==> config.mk <==
export PLATFORM = sky130hd
export DESIGN_NAME = ascon_word_packer_flat
export DESIGN_NICKNAME = d
export VERILOG_FILES = /design/src/rtl/ascon_word_packer_if.sv /design/src/rtl/ascon_word_packer.sv /design/src/flat_wrapper.sv
export SDC_FILE = /design/constraint.sdc
export NUM_CORES = 1
export LEC_CHECK = 0
export CORE_MARGIN = 2
export CORE_UTILIZATION = 48
export DETAILED_ROUTE_END_ITERATION = 6
export PLACE_DENSITY_LB_ADDON = 0.25
export RECOVER_POWER = 25
export SLEW_MARGIN = 20
export SYNTH_ARGS = -nofsm -noshare
export SYNTH_HDL_FRONTEND = slang
export SYNTH_SLANG_ARGS = --single-unit
==> constraint.sdc <==
create_clock -name clk -period 3.7 [get_ports clk]
set_input_delay 0.74 -clock clk [delete_from_list [all_inputs] [get_ports clk]]
set_output_delay 0.74 -clock clk [all_outputs]
set_load 0.05 [all_outputs]
==> src/rtl/ascon_word_packer_if.sv <==
// Word-stream and FIFO-push signals of the Ascon word packer.
// The master modport is the environment side; the slave modport is the packer.
interface ascon_word_packer_if #(
    parameter int WORD_W  = 32,
    parameter int BLOCK_W = 64
);
    logic [WORD_W-1:0]  word_i;
    logic               word_valid_i;
    logic               word_ready_o;
    logic               fifo_full_i;
    logic               push_o;
    logic [BLOCK_W-1:0] block_o;

    modport master (
        output word_i, word_valid_i, fifo_full_i,
        input  word_ready_o, push_o, block_o
    );

    modport slave (
        input  word_i, word_valid_i, fifo_full_i,
        output word_ready_o, push_o, block_o
    );
endinterface

==> src/rtl/ascon_word_packer.sv <==
// Packs a byte-sized message arriving as 32-bit words into zero-filled,
// big-endian 64-bit blocks and pushes one block per FIFO write.
module ascon_word_packer #(
    parameter int WORD_W   = 32,
    parameter int BLOCK_W  = 64,
    parameter int DATA_AW  = 7,
    parameter int BLOCK_AW = 4
) (
    input  logic                clk,
    input  logic                rst,
    input  logic                clear_i,
    input  logic                start_i,
    input  logic [DATA_AW-1:0]  size_i,
    ascon_word_packer_if.slave  bus,
    output logic [BLOCK_AW-1:0] blk_cnt_o,
    output logic                busy_o,
    output logic                done_o
);
    typedef enum logic [2:0] {
        S_IDLE,
        S_LOW,
        S_HIGH,
        S_PUSH,
        S_DONE
    } state_t;

    state_t              r_state;
    logic [DATA_AW-1:0]  r_bytes_left;
    logic [BLOCK_AW-1:0] r_blk_cnt;
    logic [BLOCK_W-1:0]  r_block;

    logic                w_accept;
    logic                w_full_word;
    logic [DATA_AW-1:0]  w_take;
    logic [DATA_AW-1:0]  w_left_next;
    logic [WORD_W-1:0]   w_mask;
    logic [WORD_W-1:0]   w_word;

    assign bus.word_ready_o = (r_state == S_LOW) || (r_state == S_HIGH);
    assign bus.push_o       = (r_state == S_PUSH) && !bus.fifo_full_i;
    assign bus.block_o      = r_block;
    assign blk_cnt_o        = r_blk_cnt;
    assign busy_o           = (r_state == S_LOW) || (r_state == S_HIGH) || (r_state == S_PUSH);
    assign done_o           = (r_state == S_DONE);

    assign w_accept    = bus.word_valid_i && bus.word_ready_o;
    assign w_full_word = (r_bytes_left >= DATA_AW'(4));
    assign w_take      = w_full_word ? DATA_AW'(4) : r_bytes_left;
    assign w_left_next = r_bytes_left - w_take;

    // Tail word keeps only its leading message bytes; the rest read as zero.
    always_comb begin
        w_mask = '1;
        if (!w_full_word) begin
            case (r_bytes_left[1:0])
                2'd1:    w_mask = 32'hFF00_0000;
                2'd2:    w_mask = 32'hFFFF_0000;
                2'd3:    w_mask = 32'hFFFF_FF00;
                default: w_mask = '0;
            endcase
        end
    end

    assign w_word = bus.word_i & w_mask;

    always_ff @(posedge clk) begin
        if (rst || clear_i) begin
            r_state      <= S_IDLE;
            r_bytes_left <= '0;
            r_blk_cnt    <= '0;
            r_block      <= '0;
        end else begin
            case (r_state)
                S_IDLE, S_DONE: begin
                    if (start_i) begin
                        r_bytes_left <= size_i;
                        r_blk_cnt    <= '0;
                        r_block      <= '0;
                        r_state      <= (size_i == '0) ? S_DONE : S_LOW;
                    end
                end
                S_LOW: begin
                    if (w_accept) begin
                        r_block[BLOCK_W-1:WORD_W] <= w_word;
                        r_bytes_left              <= w_left_next;
                        r_state                   <= (w_left_next == '0) ? S_PUSH : S_HIGH;
                    end
                end
                S_HIGH: begin
                    if (w_accept) begin
                        r_block[WORD_W-1:0] <= w_word;
                        r_bytes_left        <= w_left_next;
                        r_state             <= S_PUSH;
                    end
                end
                S_PUSH: begin
                    if (!bus.fifo_full_i) begin
                        r_blk_cnt <= r_blk_cnt + 1'b1;
                        r_block   <= '0;
                        r_state   <= (r_bytes_left == '0) ? S_DONE : S_LOW;
                    end
                end
                default: r_state <= S_IDLE;
            endcase
        end
    end
endmodule

==> src/flat_wrapper.sv <==
// flat-port wrapper written by rule: the top's interface ports become plain ports
module ascon_word_packer_flat 
#(
    parameter int WORD_W   = 32,
    parameter int BLOCK_W  = 64,
    parameter int DATA_AW  = 7,
    parameter int BLOCK_AW = 4
)
  (clk, rst, clear_i, start_i, size_i, blk_cnt_o, busy_o, done_o, bus_word_i, bus_word_valid_i, bus_fifo_full_i, bus_word_ready_o, bus_push_o, bus_block_o);
  ascon_word_packer_if #(.WORD_W(WORD_W), .BLOCK_W(BLOCK_W)) bus_i ();
  input  logic clk;
  input  logic rst;
  input  logic clear_i;
  input  logic start_i;
  input  logic [DATA_AW-1:0] size_i;
  output logic [BLOCK_AW-1:0] blk_cnt_o;
  output logic busy_o;
  output logic done_o;
  input wire logic [$bits(bus_i.word_i)-1:0] bus_word_i;
  input wire logic [$bits(bus_i.word_valid_i)-1:0] bus_word_valid_i;
  input wire logic [$bits(bus_i.fifo_full_i)-1:0] bus_fifo_full_i;
  output wire logic [$bits(bus_i.word_ready_o)-1:0] bus_word_ready_o;
  output wire logic [$bits(bus_i.push_o)-1:0] bus_push_o;
  output wire logic [$bits(bus_i.block_o)-1:0] bus_block_o;
  assign bus_i.word_i = bus_word_i;
  assign bus_i.word_valid_i = bus_word_valid_i;
  assign bus_i.fifo_full_i = bus_fifo_full_i;
  assign bus_word_ready_o = bus_i.word_ready_o;
  assign bus_push_o = bus_i.push_o;
  assign bus_block_o = bus_i.block_o;
  ascon_word_packer #(.WORD_W(WORD_W), .BLOCK_W(BLOCK_W), .DATA_AW(DATA_AW), .BLOCK_AW(BLOCK_AW)) u_core (.clk(clk), .rst(rst), .clear_i(clear_i), .start_i(start_i), .size_i(size_i), .bus(bus_i), .blk_cnt_o(blk_cnt_o), .busy_o(busy_o), .done_o(done_o));
endmodule
==> results.json, run 1 <==
{
  "finalSetupTns_ns": 0,
  "critPathKind": "in -> out",
  "synth-edff-count": 0,
  "end_kind": "primary output",
  "clkLatencyLatePin_ns": 0.35,
  "cts_inserted_buffers": 9,
  "tightest_slew_ns": 1.59,
  "gr-usage-all-layers": 0.249,
  "h-tree-depth": 3,
  "syn_area_per_cell_sq_um": 8.87,
  "port_buffers": 116,
  "post-route-period-util": 0.855,
  "yosysWarnings": 0,
  "wl_per_cell_um": 16.4,
  "cts_root_buf": "clkbuf_8",
  "worstPathArrival_ns": 2.42,
  "max_stage_delay_ns": 0.83,
  "initial_core_util": 0.492,
  "vias_per_cell": 5.86,
  "first_pass_iters": 4,
  "hp-class": "reg -> reg",
  "synth_area_sq_um": 3330,
  "setup-violations-final": 0,
  "yosys.cell_types.count": 54,
  "p_leak_nw": 1.65,
  "drc": 0,
  "seq_area_sq_um": 1560,
  "violations": "max-capacitance violations, max-slew violations",
  "drive_gt1_frac": 0.0599,
  "gp_congestion": 0.826,
  "cts_sinks": 78,
  "max-vdd-ir-drop_mv": 0.238,
  "path_clk_slew_ns": 0.08,
  "cts_tree": "built",
  "antenna_found_initial": 0,
  "grt_pass1_vias": 3118,
  "die_h_um": 87.3,
  "cts.path.max_buffers": 2,
  "cp_cell_sequence": "clkdlybuf4s50_1 > and4bb_2 > clkdlybuf4s50_1",
  "io_pins": 117,
  "rsz0062_at_grt": "false",
  "internal-power_mw": 1.28,
  "postCtsHoldBufs": 0,
  "cts_resized": 0,
  "yosysSeqAreaShare": 0.469,
  "hold_ws_ns": 0.455,
  "die_area_sq_um": 7610,
  "slowest_stage": "clkdlybuf4s50_1",
  "grt_max_degree": 46,
  "p_total_mw": 1.75,
  "syn-instance-count": 375,
  "rows": 30,
  "status": "finished, violations left",
  "synth-seq-cells": 78,
  "drt-total-wl_mm": 9.22,
  "worstPathMaxFanout": 9,
  "dp.final_hpwl_mm": 6.43,
  "path_delay_family": "buffers and inverters",
  "required_ns": 2.96,
  "power_frac_seq": 0.491,
  "synth_fp_nets": 422,
  "via_count": 3306,
  "skew_ns": 0.0166,
  "p_sw_mw": 0.475,
  "area_delta_synth_final_pct": 40.5,
  "diodes": 0,
  "start_kind": "input pin",
  "combPwrFrac": 0.146,
  "slew_violations": 46,
  "finalHoldViolations": 0,
  "crit_buf_inv": 2,
  "core_area_sq_um": 6760,
  "ys.flop_type": "dfxtp_1",
  "grt_pass1_wl_mm": 15.0,
  "worst_slew_margin_rel": -0.0608,
  "fill_cells": 553,
  "post_cts_buffers": 0,
  "drt_iter0_markers": 259,
  "cp_common_cell": "clkdlybuf4s50_1",
  "max_freq_mhz": 316,
  "power_density_nw_per_um2": 375,
  "fin_crit_ns": 3.16,
  "ys_async_sr_fraction": 0,
  "multi_input_area_sq_um": 1600,
  "nets": 527,
  "die_x_um": 87.3,
  "cap_violations": 1,
  "grt-ovfl-total": 0,
  "p_clk_frac": 0.363,
  "route.antenna.remaining_nets": 0,
  "swShare": 0.271
}
per-stage QoR:
stage,cells,setup WS [ns],cell area (sq um),utilization
2_1_floorplan,375,1.21,3330,-
4_1_cts,564,0.539,4680,0.692
3_5_place_dp,549,0.544,4480,0.663
5_1_grt,564,0.465,4680,0.692
6_report,564,0.538,4680,0.692
3_3_place_gp,549,0.544,4480,0.663
power by group through the flow:
stage               registers (mW)  logic, mW  clock network [mW]
floorplan                    0.881      0.160                   0
global placement             0.879      0.251                   0
detailed placement           0.880      0.254                   0
CTS                          0.860      0.255               0.644
global route                 0.861      0.277               0.683
finish                       0.860      0.257               0.635
sequential cells by signal, summed over array words and instances, names as in the netlist:
register / count
u_core.blk_cnt_o: 4
u_core.bus.block_o: 64
u_core.r_bytes_left: 7
u_core.r_state: 3
logic make-up after synthesis:
family | after synthesis | share of synthesized area
compound gates | 122 | 0.258
xor+xnor | 5 | 0.0132
fa+ha+maj | 2 | 0.00752
buf+inv | 31 | 0.0496
flops | 78 | 0.469
other cells | 1 | 0.00113
simple gates | 136 | 0.202
final timing paths:
path / startpoint / endpoint / slack [ns] / cells past startpoint
max: bus_fifo_full_i / bus_push_o / 0.54 / 3
max reg2reg: u_core.r_bytes_left[4]$_SDFFE_PP0P_ / u_core.r_bytes_left[6]$_SDFFE_PP0P_ / 1.39 / 8
min: u_core.bus.block_o[0]$_SDFFE_PP0P_ / u_core.bus.block_o[0]$_SDFFE_PP0P_ / 0.46 / 2
min reg2reg: u_core.bus.block_o[0]$_SDFFE_PP0P_ / u_core.bus.block_o[0]$_SDFFE_PP0P_ / 0.46 / 2
routing by layer:
metal | GRT usage | up-vias | wire (um) | share of wire
li1 | - | 1581 | - | -
met1 | 0.316 | 1562 | 3840 | 0.42
met2 | 0.403 | 149 | 4530 | 0.49
met3 | 0.0616 | 14 | 709 | 0.077
met4 | 0.105 | 0 | 146 | 0.016
met5 | 0 | - | 0 | 0
layout make-up:
cell class	count	area share
clock buffers	10	0.0294
repair buffers	122	0.258
inverters	3	0.00241
clock inverters	5	0.0126
flip-flops and latches	78	0.334
multi-input cells	266	0.342
well taps	80	0.0214
cell usage after synthesis, types with 2 or more instances:
master | n | area [sq um]
a22oi_1 | 56 | 420
nand3_1 | 9 | 45.0
or2_2 | 2 | 12.5
nor4_1 | 5 | 31.3
a21boi_0 | 3 | 22.5
inv_1 | 3 | 11.3
nand4bb_1 | 2 | 22.5
and3_1 | 2 | 12.5
buf_6 | 5 | 56.3
o31a_1 | 2 | 17.5
buf_1 | 2 | 7.51
nor2_1 | 68 | 255
o211a_1 | 2 | 20.0
a211oi_1 | 4 | 30.0
clkbuf_1 | 12 | 45.0
a21oi_1 | 29 | 145
xnor2_1 | 2 | 17.5
nand2_1 | 21 | 78.8
nand2b_1 | 2 | 12.5
a31oi_1 | 2 | 12.5
dfxtp_1 | 78 | 1560
nand3b_1 | 4 | 30.0
nor3_1 | 6 | 30.0
xor2_1 | 3 | 26.3
buf_2 | 9 | 45.0
o21ai_0 | 12 | 60.1
or3_1 | 2 | 12.5
ha_1 | 2 | 25.0
cell usage in the layout, fill, tap and decap left out, types with 2 or more instances in the layout:
master           synthesis  final
ha_1                     2      2
xnor2_1                  2      2
nand3b_1                 4      4
a31oi_1                  2      2
clkinvlp_4               0      2
nor4_1                   5      5
nand4bb_1                2      2
o21ai_0                 12     12
xor2_1                   3      3
buf_4                    0      6
or3_1                    2      2
clkdlybuf4s50_1          0     87
inv_1                    3      3
a21oi_1                 29     29
nand2_1                 21     21
nand3_1                  9      9
nand2b_1                 2      2
dfxtp_1                 78     78
a21boi_0                 3      3
a22oi_1                 56     56
o211a_1                  2      2
dlygate4sd3_1            0     29
nor2_1                  68     68
o31a_1                   2      2
nor3_1                   6      6
a211oi_1                 4      4
and3_1                   2      2
clkbuf_8                 0     10
worst min-delay path, delay by kind of cell, from the launching register on:
kind / cells / cell delay, ns
and+or+nand+nor: 1 / 0.05
AOI/OAI and AO/OA: 1 / 0.05
DFF: 1 / 0.31
No activity file was read; power rests on OpenSTA's default activity.
==> inputs of run 2 (changes only) <==
--- a/config.mk
+++ b/config.mk
@@ -6,7 +6,8 @@
 export NUM_CORES = 1
 export LEC_CHECK = 0
 export CORE_MARGIN = 2
-export CORE_UTILIZATION = 48
+export CORE_UTILIZATION = 50
+export CTS_BUF_LIST = sky130_fd_sc_hd__clkbuf_8
 export DETAILED_ROUTE_END_ITERATION = 6
 export PLACE_DENSITY_LB_ADDON = 0.25
 export RECOVER_POWER = 25
==> run 2 against run 1 <==
Against the previous run: the run still ends with max-capacitance violations, max-slew violations left; critical endpoint is now u_core.bus.block_o[25]$_SDFFE_PP0P_; first-iteration DRC count down 6.2%; wire length about the same; combinational power about the same; critical path depth rose by 3; register-to-register slack lost 0.49 ns; core utilization rose by 3.6 points; cell area decreased by 0.62%; non-clock buffer count unchanged.
==> results.json, run 2 (synthesis gave the netlist of run 1 again) <==
{
  "status": "finished, violations left",
  "violations": "max-capacitance violations, max-slew violations",
  "vias_per_cell": 5.85,
  "post_cts_buffers": 0,
  "drive_gt1_frac": 0.0598,
  "die_area_sq_um": 7320,
  "antenna_found_initial": 0,
  "route.antenna.remaining_nets": 0,
  "cap_violations": 1,
  "dp.final_hpwl_mm": 6.30,
  "cts_tree": "built",
  "fill_cells": 484,
  "cp_cell_sequence": "dlygate4sd3_1 > nand4bb_1 > and3b_1 > clkbuf_1 > a22oi_1 > nor2_1",
  "grt_pass1_wl_mm": 14.7,
  "path_clk_slew_ns": 0.09,
  "cts_inserted_buffers": 9,
  "initial_core_util": 0.521,
  "clkLatencyLatePin_ns": 0.35,
  "worstPathMaxFanout": 32,
  "final_cell_mix": "95 x clkdlybuf4s50_1, 78 x dfxtp_1, 68 x nor2_1, 56 x a22oi_1, 29 x a21oi_1",
  "core_area_sq_um": 6390,
  "start_kind": "input pin",
  "r2r-end": "u_core.bus.block_o[25]$_SDFFE_PP0P_",
  "finalHoldViolations": 0,
  "die_h_um": 85.6,
  "min_path_cells": 2,
  "hp-class": "reg -> reg",
  "place_ws_ns": 0.519,
  "worst_slack_ns": 0.505,
  "first_pass_iters": 5,
  "finalSetupTns_ns": 0,
  "setup-violations-final": 0,
  "cts_sinks": 78,
  "tightest_slew_ns": 1.61,
  "diodes": 0,
  "port_buffers": 116,
  "critPathLaunch": "bus_word_valid_i",
  "drc": 0,
  "area_delta_synth_final_pct": 39.7,
  "cts_resized": 0,
  "rows": 29,
  "slew_violations": 33,
  "grt_pass1_vias": 3012,
  "grt_max_degree": 66,
  "power_density_nw_per_um2": 366,
  "fin_crit_ns": 3.19,
  "p_leak_nw": 1.61,
  "gr-usage-all-layers": 0.250,
  "nets": 527,
  "h-tree-depth": 3,
  "slowest_stage": "clkbuf_1",
  "via_count": 3288,
  "drt_iter0_markers": 243,
  "io_pins": 117,
  "drt-total-wl_mm": 9.23,
  "grt-ovfl-total": 0,
  "skew_ns": 0.0132,
  "r2r_setup_slack_ns": 0.90,
  "worst_slew_margin_rel": -0.0739,
  "max-vdd-ir-drop_mv": 0.391,
  "r2r_start": "u_core.r_state[2]$_SDFFE_PP0P_",
  "max_stage_delay_ns": 1.17,
  "cts.path.max_buffers": 2,
  "cts_root_buf": "clkbuf_8",
  "post-route-period-util": 0.863,
  "die_x_um": 85.6,
  "rsz0062_at_grt": "false",
  "multi_input_area_sq_um": 1600,
  "worstPathArrival_ns": 3.47,
  "crit_end": "u_core.bus.block_o[25]$_SDFFE_PP0P_",
  "critPathKind": "in -> reg",
  "end_kind": "flip-flop",
  "final_common_cell": "clkdlybuf4s50_1",
  "gp_congestion": 0.875,
  "required_ns": 3.98,
  "largest_register_ffs": 64,
  "seq_area_sq_um": 1560,
  "ff2ff_path_depth": 6,
  "postCtsHoldBufs": 0,
  "max_freq_mhz": 313,
  "wl_per_cell_um": 16.4
}
-- run 2: changes by cell type in the layout (fill, tap and decap cells not counted), moves of 2 or more --
cell             delta
clkdlybuf4s50_1     +8
dlygate4sd3_1       -8
clkinv_4            +2
inv_6               +2
-- run 2: how the worst min path moves through the flow --
stage / start / endpoint / slack, ns
6_report: u_core.bus.block_o[0]$_SDFFE_PP0P_ / u_core.bus.block_o[0]$_SDFFE_PP0P_ / 0.45
5_1_grt: u_core.bus.block_o[3]$_SDFFE_PP0P_ / u_core.bus.block_o[3]$_SDFFE_PP0P_ / 0.48
4_1_cts: u_core.bus.block_o[0]$_SDFFE_PP0P_ / u_core.bus.block_o[0]$_SDFFE_PP0P_ / 0.46
3_5_place_dp: u_core.bus.block_o[0]$_SDFFE_PP0P_ / u_core.bus.block_o[0]$_SDFFE_PP0P_ / 0.45
3_3_place_gp: u_core.bus.block_o[2]$_SDFFE_PP0P_ / u_core.bus.block_o[2]$_SDFFE_PP0P_ / 0.44
2_1_floorplan: u_core.r_bytes_left[0]$_SDFFE_PP0P_ / u_core.r_bytes_left[0]$_SDFFE_PP0P_ / 0.48
-- run 2: per-layer routing --
metal,vias to the layer above,routed length (um),GRT usage
met4,0,105,0.0750
li1,1580,-,-
met5,-,0,0
met2,128,4420,0.397
met3,10,621,0.0635
met1,1570,4090,0.338
-- run 2: final cells by class --
| cell class | count | share of cell area |
|---|---|---|
| flip-flops and latches | 78 | 0.336 |
| repair buffers | 122 | 0.259 |
| well taps | 77 | 0.0207 |
| clock buffers | 9 | 0.0267 |
| inverters | 3 | 0.00242 |
| clock inverters | 7 | 0.0121 |
| multi-input cells | 266 | 0.343 |
-- run 2: through the flow --
step	hold WS (ns)	cell area, sq um	utilization	instances	total power, mW
floorplan	0.480	3330	-	375	1.04
detailed placement	0.446	4480	0.701	546	1.13
CTS	0.459	4660	0.729	562	1.71
finish	0.453	4650	0.728	562	1.70
global placement	0.440	4480	0.701	546	1.13
global route	0.477	4650	0.728	562	1.77
-- run 2: power breakdown --
| group | internal, mW | total, mW | switching, mW |
|---|---|---|---|
| clock | 0.252 | 0.585 | 0.333 |
| combinational | 0.101 | 0.256 | 0.155 |
| sequential | 0.847 | 0.860 | 0.0130 |
| total | 1.20 | 1.70 | 0.501 |
-- run 2: critical path: cells and delay by family --
kind | cells | cell delay, ns
buf+inv | 2 | 1.79
simple gates | 3 | 0.68
compound gates | 1 | 0.26
